## src/rtl/const_seq_src.sv

```systemverilog
// Burst data source: idles on CONST_VAL, then streams len items (CONST/INCR/WALK) over valid/ready.
// Optional abort input is enabled by defining CONST_SEQ_SRC_ABORT_EN.
module const_seq_src #(
  parameter int WIDTH     = 8,
  parameter int CONST_VAL = 1,
  parameter int LW        = 4
) (
  input  logic             clk,
  input  logic             reset,
  input  logic             start,
  input  logic [1:0]       mode,
  input  logic [WIDTH-1:0] seed,
  input  logic [LW-1:0]    len,
  output logic             out_val,
  input  logic             out_rdy,
  output logic [WIDTH-1:0] out_data,
  output logic             busy,
  output logic             done,
`ifdef CONST_SEQ_SRC_ABORT_EN
  input  logic             abort,
`endif
  output logic [1:0]       dbg_state
);

  // Handshake: an item moves when out_val && out_rdy on a rising edge; out_data
  // is held while out_val is high and out_rdy is low.
  typedef enum logic [1:0] {
    IDLE = 2'd0,
    RUN  = 2'd1,
    DONE = 2'd2
  } state_t;

  localparam logic [WIDTH-1:0] IDLE_DATA = WIDTH'(CONST_VAL);

  state_t           state;
  logic [1:0]       mode_q;
  logic [LW-1:0]    count;
  logic [WIDTH-1:0] data;
  logic [WIDTH-1:0] data_next;
  logic             xfer;
  logic             last;
  logic             abort_hit;

`ifdef CONST_SEQ_SRC_ABORT_EN
  assign abort_hit = abort;
`else
  assign abort_hit = 1'b0;
`endif

  assign xfer      = out_val && out_rdy;
  assign last      = xfer && (count == LW'(1));
  assign out_data  = data;
  assign dbg_state = state;

  always_comb begin
    data_next = data;
    case (mode_q)
      2'b01:   data_next = data + WIDTH'(1);
      2'b10:   data_next = {data[WIDTH-2:0], data[WIDTH-1]};
      default: data_next = data;
    endcase
  end

  // data doubles as the output register, so it is parked on CONST_VAL outside RUN.
  always_ff @(posedge clk) begin
    if (reset) begin
      state   <= IDLE;
      mode_q  <= 2'b00;
      count   <= '0;
      data    <= IDLE_DATA;
      out_val <= 1'b0;
      busy    <= 1'b0;
      done    <= 1'b0;
    end else begin
      case (state)
        IDLE: begin
          if (start) begin
            mode_q <= mode;
            if (len == '0) begin
              state <= DONE;
              done  <= 1'b1;
            end else begin
              state   <= RUN;
              data    <= seed;
              count   <= len;
              out_val <= 1'b1;
              busy    <= 1'b1;
            end
          end
        end
        RUN: begin
          if (xfer) begin
            count <= count - LW'(1);
            data  <= data_next;
          end
          if (last || abort_hit) begin
            state   <= DONE;
            data    <= IDLE_DATA;
            out_val <= 1'b0;
            busy    <= 1'b0;
            done    <= 1'b1;
          end
        end
        DONE: begin
          state <= IDLE;
          done  <= 1'b0;
        end
        default: begin
          state   <= IDLE;
          data    <= IDLE_DATA;
          out_val <= 1'b0;
          busy    <= 1'b0;
          done    <= 1'b0;
        end
      endcase
    end
  end

endmodule

```

## config.mk

```make
export PLATFORM = sky130hd
export DESIGN_NAME = const_seq_src
export DESIGN_NICKNAME = d
export VERILOG_FILES = /design/src/rtl/const_seq_src.sv
export SDC_FILE = /design/constraint.sdc
export NUM_CORES = 1
export LEC_CHECK = 0
export BUFFER_PORTS_ARGS = -buffer_cell sky130_fd_sc_hd__clkbuf_2
export CORE_AREA = 5 5 54 56
export CTS_CLUSTER_SIZE = 24
export DETAILED_ROUTE_END_ITERATION = 8
export DIE_AREA = 0 0 59 61
export GPL_TIMING_DRIVEN = 0
export HOLD_SLACK_MARGIN = 0.08
export PLACE_DENSITY = 0.81
export SETUP_SLACK_MARGIN = 0.15
export SYNTH_ARGS = -nofsm -noshare
export SYNTH_HDL_FRONTEND = slang
export SYNTH_SLANG_ARGS = --single-unit
```

## constraint.sdc

```tcl
create_clock -name clk -period 2.84 [get_ports clk]
set_clock_uncertainty 0.05 [all_clocks]
set_input_delay 0.568 -clock clk [delete_from_list [all_inputs] [get_ports clk]]
set_output_delay 0.568 -clock clk [all_outputs]
set_load 0.005 [all_outputs]
```

==> flow_metrics.env <==
export IMPL_status="completed"
export IMPL_dp_slack_ns=0.692
export IMPL_antenna_found_initial=0
export IMPL_drtIter0Drc=68
export IMPL_vdd_drop_max_mv=0.349
export IMPL_cts_tree="built"
export IMPL_clock_latency_ns=0.30
export IMPL_end_kind="flop"
export IMPL_vias=1395
export IMPL_cp_arrival_ns=2.18
export IMPL_yosys_warnings=0
export IMPL_grt_pass1_wl_um=5840
export IMPL_busiest_layer="met2"
export IMPL_use_met3=0.0426
export IMPL_die_x_um=59
export IMPL_drt_wl_total_um=3580
export IMPL_max_slew_worst_pin_slew_ns=0.496
export IMPL_synthTopCellsByCount="dfxtp_1, a21oi_1, nor2_1"
export IMPL_io_buffers=30
export IMPL_syn_to_final_growth_pct=16.6
export IMPL_num_rows=18
export IMPL_p_per_area_nw_per_um2=441
export IMPL_hp_class="flop to flop"
export IMPL_crit_type="flop to flop"
export IMPL_fin_crit_ns=2.03
export IMPL_fin_cells=216
export IMPL_drv_slew=0
export IMPL_yosysMostFrequentCell="dfxtp_1"
export IMPL_avgSynthCellArea_um2=8.28
export IMPL_yosysUniqueCellTypes=55
export IMPL_ctsResizeCount=0
export IMPL_drc_errors=0
export IMPL_final_hold_violation_count=0
export IMPL_htreeDepth=1
export IMPL_overflow=0
export IMPL_relSlewSlack=0.667
export IMPL_netlist_area_um2=1270
export IMPL_post_cts_buffers=0
export IMPL_cp_max_fo=7
export IMPL_clock_path_buffers=2
export IMPL_ys_seq_elements=18
export IMPL_synth_top_area_cell="dfxtp_1"
export IMPL_dp_hpwl_um=2670
export IMPL_p_leak_uw=0.000616
export IMPL_ys_async_sr_fraction=0
export IMPL_yosysTopAreaCellShare=0.285
export IMPL_synth_edf_count=0
export IMPL_root_buffer="clkbuf_4"
export IMPL_cts_sinks=18
export IMPL_fmax_ghz=0.494
export IMPL_fin_nets=209
export IMPL_synth_net_count=174
export IMPL_grtUsageMet1=0.264
export IMPL_ys_top_cells_by_area="dfxtp_1, a21oi_1, nor2_1"
export IMPL_finalCritPeriodShare=0.713
export IMPL_rsz0062_at_grt="no"
export IMPL_chipHeight_um=61
export IMPL_fillers=243
export IMPL_fp_coreArea_um2=2390
export IMPL_drive_gt1_frac=0.269
export IMPL_whs_ns=0.412
export IMPL_syn_inst=153
export IMPL_vias_per_cell=6.46
export IMPL_grtUsageMet2=0.350
export IMPL_diodes=0
export IMPL_dr_pass1_iters=5
export IMPL_grt_util_all_layers=0.212
export IMPL_setup_viol=0
export IMPL_synth_seq_area_share=0.285
export IMPL_cap_violations=0
export IMPL_path_clk_slew_ns=0.11
export IMPL_ant_nets=0
export IMPL_finalWeightedCongestion=0.852
export IMPL_cts_buffers=3
export IMPL_synth_ff_type="dfxtp_1"
export IMPL_tns_ns=0
export IMPL_initial_core_util=0.530
export IMPL_grt_pass1_vias=1328
export IMPL_fin_ws_ns=0.814
export IMPL_dieArea_um2=3600
export IMPL_ioPinCount=31
export IMPL_dp_cells=213
export IMPL_wl_per_cell_um=16.6
export IMPL_cp_start_kind="flop"
export IMPL_required_ns=3.00
export IMPL_grt_max_degree=11
export IMPL_cts_hold_buffers=0
-- per-stage QoR --
stage	power [uW]	util	area, um2
CTS	648	0.618	1480
floorplan	449	-	1270
detailed placement	517	0.609	1450
finish	651	0.618	1480
global route	691	0.618	1480
global placement	507	0.609	1450
-- cells in the final DEF, fill, tap and decap left out, types with 4 or more instances in the layout --
cell / n
clkbuf_2: 30
nor2_1: 12
inv_1: 10
dfxtp_1: 18
nand2_1: 9
o211ai_1: 5
a21oi_1: 14
nor2b_1: 5
nand3_1: 4
-- where the power goes --
| group | total, uW | switching (uW) | leakage (uW) | internal, uW |
|---|---|---|---|---|
| Sequential | 313 | 38.4 | 0.000148 | 275 |
| Combinational | 203 | 108 | 0.000454 | 95.3 |
| Clock | 135 | 85.4 | 0.0000138 | 49.5 |
-- worst max-delay path: stages, from the launching register on --
cell and delay (ns):
dfxtp_1 0.44, ha_1 0.19, or3b_1 0.42, o2111ai_2 0.38, a21oi_2 0.19, a22o_1 0.26
-- cell type report --
type / count / area (um2) / area share
Inverter: 10 / 37.5 / 0.0254
Timing Repair Buffer: 30 / 150 / 0.102
Clock buffer: 3 / 22.5 / 0.0153
Tap cell: 30 / 37.5 / 0.0254
Buffer: 6 / 50.0 / 0.0339
Sequential cell: 18 / 360 / 0.244
Multi-Input combinational cell: 119 / 818 / 0.554
-- logic make-up (layout without fill, tap and decap cells) --
| logic type | Yosys count | after routing | share of synthesized area |
|---|---|---|---|
| and+or+nand+nor | 52 | 52 | 0.232 |
| xor gates and xnor gates | 2 | 2 | 0.0138 |
| DFF | 18 | 18 | 0.285 |
| AOI/OAI and AO/OA | 58 | 58 | 0.337 |
| adders and majority gates | 3 | 3 | 0.0296 |
| muxes | 4 | 4 | 0.0336 |
| buffers and inverters | 16 | 49 | 0.0692 |
-- worst paths after layout --
kind	start	to	slack (ns)	depth (start not counted)
max	count[0]	out_data[3]	0.81	5
min	done	done	0.41	2
max reg2reg	count[0]	out_data[3]	0.81	5
min reg2reg	done	done	0.41	2
-- metal layers --
layer / part of all wire / up-vias
met2: 0.46 / 64
met5: 0 / -
met3: 0.080 / 9
met4: 0.016 / 0
li1: - / 658
met1: 0.44 / 664
-- state kept, by name, indices dropped and copies added (netlist names) --
name / cells
busy: 1
count: 4
dbg_state: 2
done: 1
mode_q: 2
out_data: 8
(Power assumes the default switching activity.)
